## src/rtl/dmem_arbiter.sv

```systemverilog
// Round-robin arbiter sharing a single-port data memory between the CPU MEM
// stage (port 0) and the vector/DMA loader (port 1), with fixed memory latency.
module dmem_arbiter #(
  parameter int unsigned ADDR_W  = 32,
  parameter int unsigned DATA_W  = 32,
  parameter int unsigned MEM_LAT = 2
) (
  input  logic              clk,
  input  logic              reset,
  input  logic              cpu_req,
  input  logic              cpu_we,
  input  logic [ADDR_W-1:0] cpu_addr,
  input  logic [DATA_W-1:0] cpu_wdata,
  input  logic              cpu_flush,
  output logic              cpu_done,
  output logic [DATA_W-1:0] cpu_rdata,
  output logic              cpu_stall,
  input  logic              ld_req,
  input  logic              ld_we,
  input  logic [ADDR_W-1:0] ld_addr,
  input  logic [DATA_W-1:0] ld_wdata,
  output logic              ld_done,
  output logic [DATA_W-1:0] ld_rdata,
  output logic              mem_en,
  output logic              mem_we,
  output logic [ADDR_W-1:0] mem_addr,
  output logic [DATA_W-1:0] mem_wdata,
  input  logic [DATA_W-1:0] mem_rdata
);

  localparam int unsigned CNT_W = $clog2(MEM_LAT + 1);

  typedef enum logic {IDLE, BUSY} state_t;

  state_t              state_q, state_d;
  logic                rr_q, rr_d;
  logic                owner_q, owner_d;
  logic [CNT_W-1:0]    cnt_q, cnt_d;
  logic                mem_en_q, mem_en_d;
  logic                mem_we_q, mem_we_d;
  logic [ADDR_W-1:0]   mem_addr_q, mem_addr_d;
  logic [DATA_W-1:0]   mem_wdata_q, mem_wdata_d;
  logic                cpu_done_q, cpu_done_d;
  logic                ld_done_q, ld_done_d;
  logic [DATA_W-1:0]   cpu_rdata_q, cpu_rdata_d;
  logic [DATA_W-1:0]   ld_rdata_q, ld_rdata_d;

  logic c_elig, l_elig, grant_ld;

  // The done masks stop a requester that still holds req in its done cycle
  // from being granted a second time.
  assign c_elig   = cpu_req & ~cpu_flush & ~cpu_done_q;
  assign l_elig   = ld_req & ~ld_done_q;
  assign grant_ld = l_elig & (~c_elig | rr_q);

  always_comb begin
    state_d     = state_q;
    rr_d        = rr_q;
    owner_d     = owner_q;
    cnt_d       = cnt_q;
    mem_en_d    = 1'b0;
    mem_we_d    = mem_we_q;
    mem_addr_d  = mem_addr_q;
    mem_wdata_d = mem_wdata_q;
    cpu_done_d  = 1'b0;
    ld_done_d   = 1'b0;
    cpu_rdata_d = cpu_rdata_q;
    ld_rdata_d  = ld_rdata_q;
    case (state_q)
      IDLE: begin
        if (c_elig || l_elig) begin
          mem_en_d    = 1'b1;
          owner_d     = grant_ld;
          mem_we_d    = grant_ld ? ld_we    : cpu_we;
          mem_addr_d  = grant_ld ? ld_addr  : cpu_addr;
          mem_wdata_d = grant_ld ? ld_wdata : cpu_wdata;
          cnt_d       = CNT_W'(MEM_LAT);
          state_d     = BUSY;
        end
      end
      BUSY: begin
        cnt_d = cnt_q - CNT_W'(1);
        if (cnt_q == CNT_W'(1)) begin
          if (owner_q) begin
            ld_done_d = 1'b1;
            if (!mem_we_q) ld_rdata_d = mem_rdata;
          end else begin
            cpu_done_d = 1'b1;
            if (!mem_we_q) cpu_rdata_d = mem_rdata;
          end
          rr_d    = ~owner_q;
          state_d = IDLE;
        end
      end
    endcase
  end

  always_ff @(posedge clk or negedge reset) begin
    if (!reset) begin
      state_q     <= IDLE;
      rr_q        <= 1'b0;
      owner_q     <= 1'b0;
      cnt_q       <= '0;
      mem_en_q    <= 1'b0;
      mem_we_q    <= 1'b0;
      mem_addr_q  <= '0;
      mem_wdata_q <= '0;
      cpu_done_q  <= 1'b0;
      ld_done_q   <= 1'b0;
      cpu_rdata_q <= '0;
      ld_rdata_q  <= '0;
    end else begin
      state_q     <= state_d;
      rr_q        <= rr_d;
      owner_q     <= owner_d;
      cnt_q       <= cnt_d;
      mem_en_q    <= mem_en_d;
      mem_we_q    <= mem_we_d;
      mem_addr_q  <= mem_addr_d;
      mem_wdata_q <= mem_wdata_d;
      cpu_done_q  <= cpu_done_d;
      ld_done_q   <= ld_done_d;
      cpu_rdata_q <= cpu_rdata_d;
      ld_rdata_q  <= ld_rdata_d;
    end
  end

  assign mem_en    = mem_en_q;
  assign mem_we    = mem_we_q;
  assign mem_addr  = mem_addr_q;
  assign mem_wdata = mem_wdata_q;
  assign cpu_done  = cpu_done_q;
  assign ld_done   = ld_done_q;
  assign cpu_rdata = cpu_rdata_q;
  assign ld_rdata  = ld_rdata_q;
  assign cpu_stall = cpu_req & ~cpu_done_q;

endmodule

```

## config.mk

```make
export PLATFORM = sky130hd
export DESIGN_NAME = dmem_arbiter
export DESIGN_NICKNAME = d
export VERILOG_FILES = /design/src/rtl/dmem_arbiter.sv
export SDC_FILE = /design/constraint.sdc
export NUM_CORES = 1
export LEC_CHECK = 0
export BUFFER_PORTS_ARGS = -buffer_cell sky130_fd_sc_hd__buf_2
export CORE_MARGIN = 5
export CORE_UTILIZATION = 45
export DETAILED_ROUTE_END_ITERATION = 10
export PLACE_DENSITY = 0.78
export SLEW_MARGIN = 20
export SYNTH_ARGS = -nofsm -noshare
export SYNTH_HDL_FRONTEND = slang
export SYNTH_SLANG_ARGS = --single-unit
```

## constraint.sdc

```tcl
create_clock -name clk -period 2.2 [get_ports clk]
set_clock_uncertainty 0.15 [all_clocks]
set_input_delay 0 -clock clk [delete_from_list [all_inputs] [get_ports clk]]
set_output_delay 0 -clock clk [all_outputs]
set_load 0.02 [all_outputs]
```

; ---- Word-level counts from Yosys, hierarchy flattened
; Index checks and enable logic that the tools add are counted.
[word_totals]
ff_bits = 137
out_inout_bits = 133
wordCells = 48
[op_classes]
n_addsub = 1
n_eq_ne = 2
n_mux = 15
n_bitwise = 13
reduce_logical = 5
[ops]
columns = cell, count
row1 = $mux 32, 2
row2 = $mux 1, 10
row3 = $reduce_and 4->1, 2
row4 = $not 1->1, 7
row5 = $and 1x1->1, 5
row6 = $pmux 2 s2, 1
row7 = $reduce_and 2->1, 2
row8 = $eq 2x1->1 const B, 1
row9 = $mux 2, 1
row10 = $ne 2x2->1 const B, 1
row11 = $pmux 1 s2, 1
row12 = $sub 2x1->2 const B, 1
row13 = $logic_or 1x1->1, 1
row14 = $or 1x1->1, 1

; ---- Logic depth before layout (Yosys ltp)
; Gate-level depths: netlist (run 1).
[depth]
ltp_word = 7
ltp_mapped = 7

; ---- Worst setup path after synthesis (run 1)
; No wires, ideal clock.
[synth_path]
kind = reg-to-reg
start = reg cnt_q[1]
end = reg ld_rdata_q[10], in the netlist ld_rdata[10]
setup_ns = 0.125
arrival_time_ns = 1.545
required_time_ns = 1.925
path_slack_ns = 0.380
path_stages_with_launch = 8
synth_period_minus_slack_ns = 1.820
path_cell_list = dfrtp_1 inv_1 ha_1 nand2_2 or3_1 buf_2 buf_6 mux2_4
[synth_between]
elab_chain_cells = 2
[synth_rtl]
columns = element, line
row1 = start: declaration, 38  ; logic [CNT_W-1:0] cnt_q, cnt_d;
row2 = start signal: assignment, 116  ; cnt_q <= cnt_d;
row3 = $eq 2x1->1, 83  ; if (cnt_q == CNT_W'(1)) begin
row4 = $reduce_and 4->1 (no line), n/a
row5 = end signal: assignment, 124  ; ld_rdata_q <= ld_rdata_d;
row6 = end: declaration, 46  ; logic [DATA_W-1:0] ld_rdata_q, ld_rdata_d;
; No other way between the ends.
; A chain may end at the register's enable or synchronous reset.

; ---- Worst setup path after layout (run 1)
[layout_path]
start = reg cnt_q[1]
end = reg ld_rdata_q[28], in the netlist ld_rdata[28]
; The elaborated chain is that of the path after synthesis.

==> out/results.txt, run 1 <==
clock-pin slew on the worst setup and hold paths: 60 ps
PD cells: 1350 nW/um^2
pin count of the biggest net entering global routing: 67
worst skew pair latency: 410 ps
flops & latches, synth: 137
CTS tree: built
fraction of layout cells with a size suffix above 1: 42.4%
commonest non-fill, non-tap cell in the layout: buf_2
clock root buffer master: clkbuf_16
fin. max-slew vios: 0
YS warnings: 0
Final ANT Viol Nets: 0
VDD IR-drop max: 0.724 mV
initial antenna violation count: 2
worst path cell trace: inv_1, ha_1, nand2_2, or3_2, buf_12, mux2_4
Core ar.: 13300 um^2
R2R setup slack: 160 ps
net switching power: 5.67 mW
data required time of the critical path: 2350 ps
1st-pass router iterations: 5
Starting DRT DRC Count: 827
min cycle time layout: 2040 ps
aggregate routed wire length: 25500 um
top-area cell type share of the netlist area: 56.1%
internal power: 7.91 mW
period utilization: 92.6%
Sw Share: 41.8%
num ports: 300
RSZ-0062 raised after global routing: false
vias in the first global route: 7111
die area: 16000 um^2
fill cell count: 801
Seq/Total Area, Yosys: 56.1%
Pleak: 4.71 nW
die width: 127 um
CP delay by family, top: simple AND/OR/NAND/NOR gates
Startpoint Class: flop
Post-Syn Area: 6110 um^2
FF+latch area: 3430 um^2
dominant synthesized flop cell: dfrtp_1
setup ws final: 164 ps
syn nets: 712
wire per inst: 21.6 um
global placement routability congestion: 0.824
fin util: 75.8%
main area contributors after synthesis: dfrtp_1, mux2_4, a31oi_1
crit path max fanout: 32
Cell Rows: 42
EDFF count, synth: 0
Finished Layout Cells: 1180
CTS resizes: 0
distinct cell type count of the synthesized netlist: 31
GR Overflow Total: 0
footprint of the multi-input gates: 2440 um^2
hold crit path type: input port to async pin
IO Port Bufs: 299
Comb power frac: 46.0%
DP Area: 7850 um^2
MaxCap Viol Count: 0
fin nets: 1157
setup TNS: 0 ps
Die Y-Extent: 127 um
Worst EP arrival: 2180 ps
crit-path max cell delay: 460 ps
vias per cell: 5.73
Reg power frac: 33.5%
number of CTS-inserted buffers: 17
DP HPWL: 13500 um
Critical Path Sink Type: flop
final hold slack: 31.3 ps
Mapped Avg Cell Area: 11.2 um^2
Final Hold Fails: 0
Area Growth Syn to Fin: 64.9%
Synth Instances: 544
actual slew at the worst max-slew pin: 548 ps
DP Worst Slack: 183 ps
most frequent cells in the layout: buf_2, dlygate4sd3_1, dfrtp_1
cell taking the most area after synthesis: dfrtp_1
CP Class: flop to flop
Async S/R FF share, synth: 100%
outcome: finished, final reports clean
H-Tree Depth: 4
CTS sink cnt: 137
relative slew slack: 63.5%
initial core utilization: 46.0%
Clk network pwr share: 20.5%
total track usage: 31.2%
maximum clock insertion buffer count: 2
Cells after DPL: 981
DRC: 0
Slowest-stage cell, CP: or3_2
total power: 13.6 mW
first-pass GRT wire length: 39400 um
Vias: 6756
Achievable Freq: 0.491 GHz
crit path buf inv count: 2
# setup viols final: 0
Final Cell Area: 10100 um^2
## logic make-up (layout without fill, tap and decap cells)
| group | count (synthesis) | count (layout) | synth area share, % |
|---|---|---|---|
| adders and majority gates | 1 | 1 | 0.205 |
| other | 0 | 2 | 0 |
| DFF | 137 | 137 | 56.1 |
| buffers and inverters | 60 | 518 | 4.73 |
| and+or+nand+nor | 146 | 146 | 12.6 |
| muxes | 65 | 65 | 13.8 |
| AOI/OAI and AO/OA | 135 | 135 | 12.5 |
## metal layers
layer / GRT usage (%) / wire length [um]
met5: 0 / 13
met4: 17.0 / 1380
met3: 9.88 / 2490
met2: 52.5 / 12500
met1: 35.4 / 9050
## repair_timing
item / 4_1_cts / 5_1_grt
setup buffers: 0 / 0
hold endpoints to repair: 266 / 0
hold buffers: 165 / 0
## worst min-delay path, cell delays in order
cell and delay, ps:
dlygate4sd3_1 560, buf_6 130, buf_12 300
## sequential cells by signal, summed over array words and instances, names as in the netlist
register and cells:
rr_q 1, ld_rdata 32, state_q 1, ld_done 1, mem_en 1, cpu_done 1
mem_we 1, mem_addr 32, owner_q 1, mem_wdata 32, cpu_rdata 32, cnt_q 2
## cell type report
type                            instances  area share (%)
Antenna cell                            2          0.0497
Clock buffer                           18            4.36
Clock inverter                         14            1.38
Inverter                                3           0.112
Multi-Input combinational cell        347            24.2
Sequential cell                       137            34.0
Tap cell                              176            2.19
Timing Repair Buffer                  483            33.7
## synth_stat cells (all sizes together) (2+ instances only)
cell / count
nor2b: 2
inv: 3
nor2: 3
a31oi: 65
dfrtp: 137
clkbuf: 20
o21ai: 66
buf: 37
a21oi: 3
nor4b: 2
nand3: 66
mux2: 65
nor3: 66
## power by group through the flow
stage	Sequential (mW)	Combinational (mW)	Clock, mW
after floorplan	5.88	2.22	0
after global placement	4.40	5.69	0
after detailed placement	4.47	5.81	0
after CTS	4.44	6.05	2.81
after global routing	4.65	6.59	2.95
final	4.55	6.25	2.79
## worst paths after layout
| check | cells past startpoint | end | startpoint |
|---|---|---|---|
| setup / recovery | 6 | ld_rdata[28] | cnt_q[1] |
| hold / removal | 3 | ld_rdata[13] | reset |
| setup reg to reg | 6 | ld_rdata[28] | cnt_q[1] |
| hold reg to reg | 1 | cpu_rdata[14] | cpu_rdata[14] |
| max in group asynchronous | 4 | mem_addr[7] | reset |
| min in group clk | 4 | state_q | cpu_flush |
(Power assumes the default switching activity.)
==> inputs of run 2 (changes only) <==
--- a/config.mk
+++ b/config.mk
@@ -9,7 +9,7 @@
 export CORE_MARGIN = 5
 export CORE_UTILIZATION = 45
 export DETAILED_ROUTE_END_ITERATION = 10
-export PLACE_DENSITY = 0.78
+export PLACE_DENSITY = 0.84
 export SLEW_MARGIN = 20
 export SYNTH_ARGS = -nofsm -noshare
 export SYNTH_HDL_FRONTEND = slang
==> out/results.txt, run 2 (synthesized netlist as in run 1, its figures left out) <==
outcome: finished, final reports clean
Finished Layout Cells: 1180 (unchanged)
CP startpoint: cpu_done
aggregate routed wire length: 25500 um (+0.21%)
fraction of layout cells with a size suffix above 1: 42.3% (-0.10 points)
fin. max-slew vios: 0 (unchanged)
GR Overflow Total: 0 (unchanged)
Critical Path End: mem_addr[4]
VDD IR-drop max: 0.788 mV (+8.9%)
crit path max fanout: 42 (+31%)
actual slew at the worst max-slew pin: 523 ps (-24.3 ps)
IO Port Bufs: 299 (unchanged)
initial core utilization: 46.0% (unchanged)
reg2reg start: cpu_done
RSZ-0062 raised after global routing: false
H-Tree Depth: 4 (unchanged)
Pleak: 4.69 nW (-0.25%)
initial antenna violation count: 1 (-1)
1st-pass router iterations: 7 (+2)
data required time of the critical path: 2320 ps (-30 ps)
Starting DRT DRC Count: 656 (-21%)
Cell Rows: 42 (unchanged)
PD cells: 1350 nW/um^2 (about the same)
Die Y-Extent: 127 um (unchanged)
CTS sink cnt: 137 (unchanged)
Critical Path Sink Type: flop
vias in the first global route: 7274 (+2.3%)
commonest non-fill, non-tap cell in the layout: buf_2
vias per cell: 5.75 (+0.49%)
Reg-to-Reg End: mem_addr[4]
most frequent cells in the layout: buf_2, dlygate4sd3_1, dfrtp_1
Final ANT Viol Nets: 0 (unchanged)
wire per inst: 21.6 um (+0.21%)
MaxCap Viol Count: 0 (unchanged)
DRC: 0 (unchanged)
die area: 16000 um^2 (unchanged)
# Post-CTS Setup Buffers: 0 (unchanged)
R2R depth: 4 (-2)
DP HPWL: 13500 um (-0.15%)
final hold slack: 91.1 ps (+59.8 ps)
total track usage: 31.2% (about the same)
maximum clock insertion buffer count: 2 (unchanged)
# setup viols final: 0 (unchanged)
Final Hold Fails: 0 (unchanged)
min cycle time layout: 2030 ps (-7.90 ps)
setup TNS: 0 ps (unchanged)
relative slew slack: 65.1% (+1.6 points)
clock root buffer master: clkbuf_16
Cells after DPL: 981 (unchanged)
pin count of the biggest net entering global routing: 61 (-9.0%)
number of CTS-inserted buffers: 17 (unchanged)
CP Class: flop to flop
worst skew pair latency: 410 ps (about the same)
Worst EP arrival: 2150 ps (-30 ps)
fin nets: 1157 (unchanged)
R2R setup slack: 170 ps (about the same)
hold crit path type: input port to flop
CTS tree: built
die width: 127 um (unchanged)
period utilization: 92.2% (-0.36 points)
clock-pin slew on the worst setup and hold paths: 60 ps (about the same)
Area Growth Syn to Fin: 64.7%
Vias: 6789 (+0.49%)
global placement routability congestion: 0.822 (-0.13%)
first-pass GRT wire length: 39800 um (+1.2%)
Core ar.: 13300 um^2 (unchanged)
Achievable Freq: 0.493 GHz (+0.39%)
num ports: 300 (unchanged)
Startpoint Class: flop
==> run 2: power by group <==
part / switching (mW) / internal [mW]
logic: 3.72 / 2.52
clock network: 1.19 / 1.58
registers: 0.788 / 3.76
==> run 2: worst max-delay path, cell delays in order, from the launching register on <==
cell	delay, ps
dfrtp_1	470
or4b_2	660
buf_4	300
nand3_1	170
a31oi_1	110
==> run 2: timing repair <==
item,4_1_cts,5_1_grt
resized for setup,0,0
endpoints found under the setup margin,0,0
hold endpoints to repair,267,0
hold buffers,165,0
==> run 2: area by class of cell <==
type                    count  area (um^2)
diodes                      2         5.00
clock buffers              17          425
clock inverters            15          145
fillers                   771         3240
inverters                   3         11.3
multi-input cells         347         2440
flip-flops and latches    137         3430
well taps                 176          220
repair buffers            483         3380
==> run 2: worst min-delay path by stage <==
stage                          from      endpoint  slack (ps)  cells past startpoint
after floorplan               reset      cnt_q[0]        -450                      0
after global placement        reset  mem_addr[31]        -160                      1
after detailed placement      reset  mem_addr[31]        -160                      1
after CTS                 cpu_flush       state_q          70                      4
after global routing        cpu_req       state_q         120                      4
final                     cpu_flush       state_q          90                      4
==> run 2: per-layer routing <==
metal | routed length, um | global-route usage [%] | vias up
met3 | 2600 | 9.71 | 127
met2 | 12300 | 52.3 | 545
li1 | - | - | 2914
met4 | 1310 | 14.1 | 0
met1 | 9300 | 36.8 | 3203
met5 | 0 | 0 | -
==> run 2: stage by stage <==
step                instance area (um^2)  total power, mW  utilization [%]  worst slack (ps)
finish                             10100             13.6             75.7               172
global route                       10100             14.2             75.6               117
CTS                                10100             13.2             75.6               202
detailed placement                  7830             10.2             58.9               214
global placement                    7830             10.0             58.9               247
floorplan                           6110             8.09                -               380
